<file path="src/rtl/clockdiv_multi_if.sv">
// Divisor write port: valid/ready handshake carrying a channel index and a new divisor.
// The master drives the request; the divider (slave) answers with ready.
interface clockdiv_multi_if #(
  parameter int CW  = 26,
  parameter int CHW = 2
);
  logic           wr_valid;
  logic [CHW-1:0] wr_ch;
  logic [CW-1:0]  wr_div;
  logic           wr_ready;

  modport master (output wr_valid, output wr_ch, output wr_div, input wr_ready);
  modport slave  (input wr_valid, input wr_ch, input wr_div, output wr_ready);
endinterface

</file>
<file path="src/rtl/clockdiv_multi.sv">
// Multi-channel clock-enable generator: per channel a tick pulse every D enabled cycles
// and a toggling square wave, with run-time divisor updates applied only at a wrap.
module clockdiv_multi #(
  parameter int                NCH         = 3,
  parameter int                CW          = 26,
  parameter logic [NCH*CW-1:0] DEFAULT_DIV = {26'd2, 26'd100_000, 26'd1_000_000},
  parameter int                CHW         = 2
) (
  input  logic            clk,
  input  logic            clr,
  input  logic [NCH-1:0]  en_i,
  input  logic            sync_i,
  clockdiv_multi_if.slave wr,
  output logic [NCH-1:0]  tick_o,
  output logic [NCH-1:0]  sq_o
);

  logic [NCH-1:0][CW-1:0] cnt_q, cnt_d;
  logic [NCH-1:0][CW-1:0] div_act_q, div_act_d;
  logic [NCH-1:0][CW-1:0] div_pend_q, div_pend_d;
  logic [NCH-1:0][CW-1:0] tc;
  logic [NCH-1:0]         pend_q, pend_d;
  logic [NCH-1:0]         tick_q, tick_d;
  logic [NCH-1:0]         sq_q, sq_d;
  logic                   pend_sel;
  logic                   accept;

  // Out-of-range channel indices see no pending write, so they are always accepted.
  always_comb begin
    pend_sel = 1'b0;
    for (int i = 0; i < NCH; i++) begin
      if (wr.wr_ch == CHW'(i)) pend_sel = pend_q[i];
    end
  end

  assign wr.wr_ready = ~pend_sel & ~sync_i & ~clr;
  assign accept      = wr.wr_valid & wr.wr_ready;

  // Terminal count D-1, where a divisor of 0 behaves as 1.
  always_comb begin
    for (int i = 0; i < NCH; i++) begin
      tc[i] = (div_act_q[i] == '0) ? '0 : div_act_q[i] - CW'(1);
    end
  end

  always_comb begin
    cnt_d      = cnt_q;
    div_act_d  = div_act_q;
    div_pend_d = div_pend_q;
    pend_d     = pend_q;
    tick_d     = '0;
    sq_d       = sq_q;
    for (int i = 0; i < NCH; i++) begin
      if (sync_i) begin
        cnt_d[i] = '0;
        sq_d[i]  = 1'b0;
        if (pend_q[i]) begin
          div_act_d[i] = div_pend_q[i];
          pend_d[i]    = 1'b0;
        end
      end else begin
        if (en_i[i]) begin
          if (cnt_q[i] == tc[i]) begin
            cnt_d[i]  = '0;
            tick_d[i] = 1'b1;
            sq_d[i]   = ~sq_q[i];
            if (pend_q[i]) begin
              div_act_d[i] = div_pend_q[i];
              pend_d[i]    = 1'b0;
            end
          end else begin
            cnt_d[i] = cnt_q[i] + CW'(1);
          end
        end else if (pend_q[i]) begin
          // Idle channel: take the new divisor right away and restart the period.
          div_act_d[i] = div_pend_q[i];
          pend_d[i]    = 1'b0;
          cnt_d[i]     = '0;
        end
        // ready is low while pend is set, so this never collides with the apply above.
        if (accept && (wr.wr_ch == CHW'(i))) begin
          div_pend_d[i] = wr.wr_div;
          pend_d[i]     = 1'b1;
        end
      end
    end
  end

  always_ff @(posedge clk) begin
    if (clr) begin
      cnt_q      <= '0;
      div_act_q  <= DEFAULT_DIV;
      div_pend_q <= '0;
      pend_q     <= '0;
      tick_q     <= '0;
      sq_q       <= '0;
    end else begin
      cnt_q      <= cnt_d;
      div_act_q  <= div_act_d;
      div_pend_q <= div_pend_d;
      pend_q     <= pend_d;
      tick_q     <= tick_d;
      sq_q       <= sq_d;
    end
  end

  assign tick_o = tick_q;
  assign sq_o   = sq_q;

endmodule

</file>
<file path="src/flat_wrapper.sv">
// flat-port wrapper written by rule: the top's interface ports become plain ports
module clockdiv_multi_flat 
#(
  parameter int                NCH         = 3,
  parameter int                CW          = 26,
  parameter logic [NCH*CW-1:0] DEFAULT_DIV = {26'd2, 26'd100_000, 26'd1_000_000},
  parameter int                CHW         = 2
)
  (clk, clr, en_i, sync_i, tick_o, sq_o, wr_wr_valid, wr_wr_ch, wr_wr_div, wr_wr_ready);
  clockdiv_multi_if #(.CW(CW), .CHW(CHW)) wr_i ();
  input  logic clk;
  input  logic clr;
  input  logic [NCH-1:0] en_i;
  input  logic sync_i;
  output logic [NCH-1:0] tick_o;
  output logic [NCH-1:0] sq_o;
  input wire logic [$bits(wr_i.wr_valid)-1:0] wr_wr_valid;
  input wire logic [$bits(wr_i.wr_ch)-1:0] wr_wr_ch;
  input wire logic [$bits(wr_i.wr_div)-1:0] wr_wr_div;
  output wire logic [$bits(wr_i.wr_ready)-1:0] wr_wr_ready;
  assign wr_i.wr_valid = wr_wr_valid;
  assign wr_i.wr_ch = wr_wr_ch;
  assign wr_i.wr_div = wr_wr_div;
  assign wr_wr_ready = wr_i.wr_ready;
  clockdiv_multi #(.NCH(NCH), .CW(CW), .DEFAULT_DIV(DEFAULT_DIV), .CHW(CHW)) u_core (.clk(clk), .clr(clr), .en_i(en_i), .sync_i(sync_i), .wr(wr_i), .tick_o(tick_o), .sq_o(sq_o));
endmodule
</file>
<file path="config.mk">
export PLATFORM = sky130hd
export DESIGN_NAME = clockdiv_multi_flat
export DESIGN_NICKNAME = d
export VERILOG_FILES = /design/src/rtl/clockdiv_multi_if.sv /design/src/rtl/clockdiv_multi.sv /design/src/flat_wrapper.sv
export SDC_FILE = /design/constraint.sdc
export NUM_CORES = 1
export LEC_CHECK = 0
export BUFFER_PORTS_ARGS = -buffer_cell sky130_fd_sc_hd__buf_2
export CORE_MARGIN = 1
export CORE_UTILIZATION = 40
export CTS_CLUSTER_DIAMETER = 30
export DETAILED_ROUTE_END_ITERATION = 7
export PLACE_DENSITY = 0.63
export SLEW_MARGIN = 20
export SYNTH_ARGS = -nofsm -noshare
export SYNTH_HDL_FRONTEND = slang
export SYNTH_SLANG_ARGS = --single-unit
</file>
<file path="constraint.sdc">
create_clock -name clk -period 5.3 [get_ports clk]
set_input_delay 0.265 -clock clk [delete_from_list [all_inputs] [get_ports clk]]
set_output_delay 0.265 -clock clk [all_outputs]
set_load 0.03 [all_outputs]
</file>
==> results.json, run 1 <==
{
  "switching_share": 0.2340,
  "dieArea_um2": 35900,
  "crit_slowest_cell": "or3b_2",
  "avgSynthCellArea_um2": 7.853,
  "final_area_um2": 16550,
  "worstPathMaxFanout": 36,
  "p_sw_mw": 1.270,
  "yosysTopAreaCell": "dfxtp_1",
  "power_leakage_nw": 5.900,
  "core.rowCount": 68,
  "numClockSinks": 243,
  "port_buffers": 41,
  "diodes": 0,
  "rsz0062_at_grt": "false",
  "yosys_warnings": 0,
  "area_growth_syn_to_layout_pct": 17.74,
  "cts_root_buffer": "clkbuf_16",
  "synthFlopType": "dfxtp_1",
  "ys_seq_elements": 243,
  "powerDensity_nw_per_um2": 327.9,
  "period_share": 0.8448,
  "crit_start": "u_core.div_act_q[26]",
  "pwr-share-seq": 0.342,
  "cp.required_ps": 5710,
  "crit_buf_inv": 2,
  "worst_setup_path_end_kind": "flip-flop",
  "finalClockSkew_ps": 30.71,
  "synth_area_um2": 14060,
  "vias": 13610,
  "ctsResizeCount": 0,
  "grt_pass1_vias": 12520,
  "crit_chain": "inv_1 > ha_1 > or3b_2 > nor4_4 > nand4_1 > o311ai_0 > nand4_1 > nor4_1 > nand2_1 > buf_4 > or3b_2 > a31oi_1",
  "gp_congestion": 0.9473,
  "status": "complete, no violations",
  "power_mw": 5.426,
  "drc": 0,
  "ioPinCount": 42,
  "ys_seq_area_frac": 0.3461,
  "hpwl_mm": 30.09,
  "setup_viol": 0,
  "finalHoldViolations": 0,
  "syn_inst": 1790,
  "max_freq_mhz": 223.3,
  "path_clk_slew_ps": 50,
  "die_w_um": 189.5,
  "hold_class": "in -> reg",
  "drt_iter0_markers": 961,
  "drv_cap": 0,
  "period_needed_ps": 4477,
  "reg2reg_to": "u_core.cnt_q[51]",
  "async_flop_share": 0,
  "h-tree-depth": 2,
  "cp-endpoint": "u_core.cnt_q[51]",
  "path_class": "reg -> reg",
  "synth.distinct_cells": 90,
  "synth_edf_count": 0,
  "die_y_um": 189.5,
  "cts_buffers": 55,
  "path_depth": 12,
  "placed_area_um2": 14430,
  "synth_fp_nets": 1831,
  "clkLatencyLatePin_ps": 580,
  "grt_usage": 0.2340,
  "core_area_um2": 34540,
  "drt_first_pass_iters": 5,
  "path_delay_family": "simple AND/OR/NAND/NOR gates",
  "worst_setup_path_start_kind": "flip-flop",
  "slew_viol_final": 0,
  "ir_drop_uv": 233.3,
  "cp_data_arrival_time_ps": 4880,
  "grt_first_pass_wirelength_mm": 67.87,
  "timing.rr.start": "u_core.div_act_q[26]",
  "cts_tree": "built",
  "synthTopCellsByArea": "dfxtp_1 (35%), nand2_1 (6.4%), mux2i_1 (5.1%), a21oi_1 (4.7%), nor2_1 (4.4%)",
  "cpPeakStageDelay_ps": 550,
  "ant_nets": 0,
  "layout_commonest_cell": "dfxtp_1",
  "initial_core_util": 0.4069,
  "wl_per_cell_um": 18.61,
  "grt_max_degree": 87,
  "r2r_slack_ps": 820,
  "relSlewSlack": 0.2478,
  "comb_power_share": 0.032,
  "finalSetupTns_ps": 0,
  "synth_top_area_frac": 0.3461,
  "intPower_mw": 4.157,
  "post-cts-setup-buffers": 0,
  "reg2reg_depth": 12,
  "clock_path_buffers": 3,
  "final_cell_mix": "dfxtp_1 (243), nand2_1 (239), nor2_1 (164)",
  "power_frac_clock": 0.627,
  "fin_nets": 1843,
  "routed_wl_mm": 42.82,
  "holdBufCountCts": 23,
  "via_per_inst": 5.913,
  "worstMarginPinSlew_ps": 1120,
  "drive_gt1_frac": 0.1105,
  "antenna_found_initial": 0,
  "grt.overflow.total": 0
}
[metrics by stage]
step | hold WS (ps) | utilization | cells | setup slack (ps)
floorplan | 401.0 | - | 1790 | 1545
global placement | 441.7 | 0.4170 | 2176 | 1031
detailed placement | 446.3 | 0.4178 | 2177 | 875.3
CTS | 2.436 | 0.4791 | 2301 | 860.9
global route | 9.696 | 0.4791 | 2301 | 359.3
finish | 16.85 | 0.4791 | 2301 | 822.6
[registers in the layout, indices dropped and copies added (netlist names)]
| register | cells |
|---|---|
| u_core.pend_q | 3 |
| u_core.div_pend_q | 78 |
| u_core.cnt_q | 78 |
| u_core.div_act_q | 78 |
| u_core.sq_o | 3 |
| u_core.tick_o | 3 |
[worst reg2reg max path, stage by stage, from the launching register on]
cell	delay (ps)
dfxtp_1	350
inv_1	100
ha_1	200
or3b_2	550
nor4_4	430
nand4_1	470
o311ai_0	500
nand4_1	130
nor4_1	540
nand2_1	380
buf_4	360
or3b_2	250
a31oi_1	80
[cells in the mapped netlist, drive strengths merged, types with 39 or more instances]
library cell,count
a21oi,132
a31oi,88
and3,41
clkbuf,101
dfxtp,243
inv,39
mux2i,71
nand2,239
nand3,62
nor2,165
nor3,75
nor4,49
xnor2,55
[per-layer routing]
metal	wire, um	GRT usage	up-vias
li1	-	-	6638
met1	19110	0.3039	6485
met2	20340	0.3941	396
met3	2156	0.03207	87
met4	1211	0.08344	0
met5	0	0	-
[power groups by stage]
stage          sequential [mW]  combinational, mW  clock (mW)
6_report                  1.85              0.172        3.40
5_1_grt                   1.85              0.185        3.54
4_1_cts                   1.85              0.171        3.45
3_5_place_dp              1.89              0.157           0
3_3_place_gp              1.89              0.156           0
2_1_floorplan             1.88             0.0978           0
[worst min-delay path by stage]
stage | start | endpoint | slack (ps) | cells after the start
CTS | wr_wr_div[17] | u_core.div_pend_q[17] | 2 | 3
detailed placement | u_core.div_pend_q[37] | u_core.div_pend_q[37] | 450 | 2
floorplan | wr_wr_div[0] | u_core.div_pend_q[0] | 400 | 2
global placement | u_core.div_pend_q[30] | u_core.div_pend_q[30] | 440 | 2
global route | wr_wr_div[24] | u_core.div_pend_q[50] | 10 | 3
finish | wr_wr_div[17] | u_core.div_pend_q[17] | 20 | 3
[cells by family after synthesis]
kind of cell	Yosys count	synth area share
simple gates	815	0.2984
compound gates	403	0.1890
mux	72	0.05136
fa+ha+maj	6	0.005340
buf+inv	169	0.05376
xor+xnor	82	0.05607
flops	243	0.3461
[area by class of cell]
type	count	area [um2]
clock inverters	38	441.7
clock buffers	63	1446
multi-input cells	1378	8467
flip-flops and latches	243	4865
well taps	455	569.3
repair buffers	85	615.6
fillers	3379	17990
inverters	39	146.4
Note: power is estimated with default switching activity, not from simulation.
==> run 2, diff against run 1 <==
--- a/config.mk
+++ b/config.mk
@@ -5,6 +5,7 @@
 export SDC_FILE = /design/constraint.sdc
 export NUM_CORES = 1
 export LEC_CHECK = 0
+export ABC_AREA = 1
 export BUFFER_PORTS_ARGS = -buffer_cell sky130_fd_sc_hd__buf_2
 export CORE_MARGIN = 1
 export CORE_UTILIZATION = 40
==> constraint.sdc (replaced) <==
create_clock -name clk -period 4.4 [get_ports clk]
set_input_delay 0.22 -clock clk [delete_from_list [all_inputs] [get_ports clk]]
set_output_delay 0.22 -clock clk [all_outputs]
set_load 0.03 [all_outputs]
==> run 2 against run 1 <==
Effect of this change: first-iteration DRC count is 35% higher; die area is 6.9% higher; clock skew is 29 ps higher; wire length is 12% higher; setup slack worse by 120 ps; core utilization is 0.92 points higher; via count is 18% higher; global-route usage is 1.8 points higher; total power is 38% higher; maximum frequency is 21% higher; sequential cell count stayed put; cell count is 31% higher; critical path type unchanged; critical endpoint is now u_core.div_act_q[72]; largest cell class unchanged.
==> results.json, run 2 <==
{
  "worst_setup_path_end_kind": "flip-flop",
  "fin_cells": 3018,
  "powerDensity_nw_per_um2": 415.5,
  "grt.overflow.total": 0,
  "core.rowCount": 70,
  "vias": 16020,
  "synth_compound_area_frac": 0.1306,
  "antenna_found_initial": 0,
  "status": "complete, no violations",
  "synthXorXnorAreaFrac": 0.02504,
  "syn_inst": 2465,
  "seq_area_um2": 4866,
  "core_area_um2": 36790,
  "cts_buffers": 58,
  "ant_nets": 0,
  "finalSetupTns_ps": 0,
  "dp.cells": 2884,
  "synth.mux.area_fraction": 0,
  "top_regs": "u_core.cnt_q (78), u_core.div_act_q (78), u_core.div_pend_q (78)",
  "die_w_um": 195.9,
  "grt_max_degree": 74,
  "synth.distinct_cells": 37,
  "placed_area_um2": 15450,
  "synth_fa_ha_area_frac": 0.004992,
  "grt_pass1_vias": 15060,
  "grt_usage": 0.2518,
  "synthFlopType": "dfxtp_1",
  "finalHoldViolations": 0,
  "die_y_um": 195.9,
  "setup_viol": 0,
  "h-tree-depth": 2,
  "final_util": 0.4883,
  "clock_path_buffers": 3,
  "worstMarginPinSlew_ps": 1070,
  "final_cell_mix": "nand2_1 (603), nor2_1 (336), inv_1 (270)",
  "cts_tree": "built",
  "final_area_um2": 17960,
  "ys_seq_elements": 243,
  "drc": 0,
  "synth_top_area_frac": 0.3235,
  "layout_commonest_cell": "nand2_1",
  "post-cts-setup-buffers": 0,
  "cp.required_ps": 4910,
  "dieArea_um2": 38370,
  "relSlewSlack": 0.2865,
  "ioPinCount": 42,
  "wl_per_cell_um": 15.83,
  "drt_iter0_markers": 1300,
  "multi_input_area_um2": 8594,
  "clkLatencyLatePin_ps": 620,
  "hold_class": "in -> reg",
  "hpwl_mm": 34.45,
  "worst_setup_path_start_kind": "flip-flop",
  "drt_first_pass_iters": 5,
  "slew_viol_final": 0,
  "async_flop_share": 0,
  "synth_area_um2": 15040,
  "dp_slack_ps": 813.0,
  "fin_nets": 2542,
  "drive_gt1_frac": 0.08078,
  "ir_drop_uv": 579.9,
  "port_buffers": 41,
  "via_per_inst": 5.309,
  "rsz0062_at_grt": "false",
  "synth_edf_count": 0,
  "cts_root_buffer": "clkbuf_16",
  "avgSynthCellArea_um2": 6.101,
  "initial_core_util": 0.4088,
  "period_needed_ps": 3693,
  "power_mw": 7.464,
  "path_clk_slew_ps": 50,
  "numClockSinks": 243,
  "ys_seq_area_frac": 0.3235,
  "grt_first_pass_wirelength_mm": 78.32,
  "area_growth_syn_to_layout_pct": 19.44,
  "yosys.cell_count.top_type": "nand2_1",
  "worstPathMaxFanout": 52,
  "fill_cells": 3742,
  "power_leakage_nw": 7.430,
  "period_share": 0.8393,
  "routed_wl_mm": 47.77,
  "finalClockSkew_ps": 60.00,
  "synthSimpleGateAreaFrac": 0.4102,
  "diodes": 0,
  "setup_slack_ps": 707.0,
  "hold_slack_ps": 15.01,
  "synthTopCellsByArea": "dfxtp_1 (32%), nand2_1 (15%), nand3_1 (9.0%), nor2_1 (8.4%), a21oi_1 (7.7%)",
  "yosys_warnings": 0,
  "synth_commonest_cells": "nand2_1 (603), nor2_1 (336), inv_1 (272), nand3_1 (270), dfxtp_1 (243)",
  "synth_fp_nets": 2506,
  "path_class": "reg -> reg",
  "gp_congestion": 0.9200,
  "drv_cap": 0,
  "max_freq_mhz": 270.8,
  "cp_data_arrival_time_ps": 4200,
  "yosysTopAreaCell": "dfxtp_1",
  "synth_top_family_by_area": "simple AND/OR/NAND/NOR gates"
}
==> run 2: cells by family after synthesis <==
| logic type | after synthesis |
|---|---|
| buffers and inverters | 386 |
| xor gates and xnor gates | 43 |
| DFF | 243 |
| adders and majority gates | 6 |
| and+or+nand+nor | 1406 |
| AOI/OAI and AO/OA | 381 |
==> run 2: critical path, cell delays in order, from the launching register on <==
cell and delay (ps):
dfxtp_1 320, inv_1 120, ha_1 270, nand2_2 140
nor2_4 200, nand2_1 120, inv_2 60, nand2_1 560
nand3_1 340, nor2_1 90, nor2_1 140, nand3_1 90
nor2_1 120, nand3_1 120, nand2_2 70, buf_4 430
nand3_1 150, nand2_1 130, nor2_1 70
==> run 2: report_power, final <==
group / switching (mW) / internal [mW]
combinational: 0.231 / 0.0972
sequential: 0.0160 / 2.23
clock: 1.48 / 3.41
total: 1.73 / 5.73
==> run 2: area by class of cell <==
| class | instances | share of cell area |
|---|---|---|
| Timing Repair Buffer | 85 | 0.03399 |
| Clock inverter | 40 | 0.03796 |
| Clock buffer | 69 | 0.08812 |
| Sequential cell | 243 | 0.2709 |
| Tap cell | 468 | 0.03260 |
| Multi-Input combinational cell | 1836 | 0.4785 |
| Inverter | 277 | 0.05796 |
==> run 2: path summary, 6_finish.rpt <==
| path | startpoint | end | cells past startpoint | slack [ps] |
|---|---|---|---|---|
| worst min register to register | u_core.div_pend_q[41] | u_core.div_pend_q[41] | 2 | 450 |
| worst max-delay path | u_core.div_act_q[52] | u_core.div_act_q[72] | 18 | 710 |
| worst max register to register | u_core.div_act_q[52] | u_core.div_act_q[72] | 18 | 710 |
| worst min-delay path | wr_wr_div[16] | u_core.div_pend_q[68] | 3 | 20 |
==> run 2: timing repair <==
item / CTS / global route
endpoints found under the setup margin: 0 / 0
hold buffers: 25 / 0
endpoints found under the hold margin: 59 / 0
gates resized for setup: 0 / 0
==> run 2: per-layer routing <==
metal | vias to the layer above | global-route usage | share of wire
met1 | 7376 | 0.3454 | 0.48
met2 | 398 | 0.3922 | 0.43
li1 | 8152 | - | -
met4 | 0 | 0.09606 | 0.034
met5 | - | 0 | 0
met3 | 97 | 0.04418 | 0.054
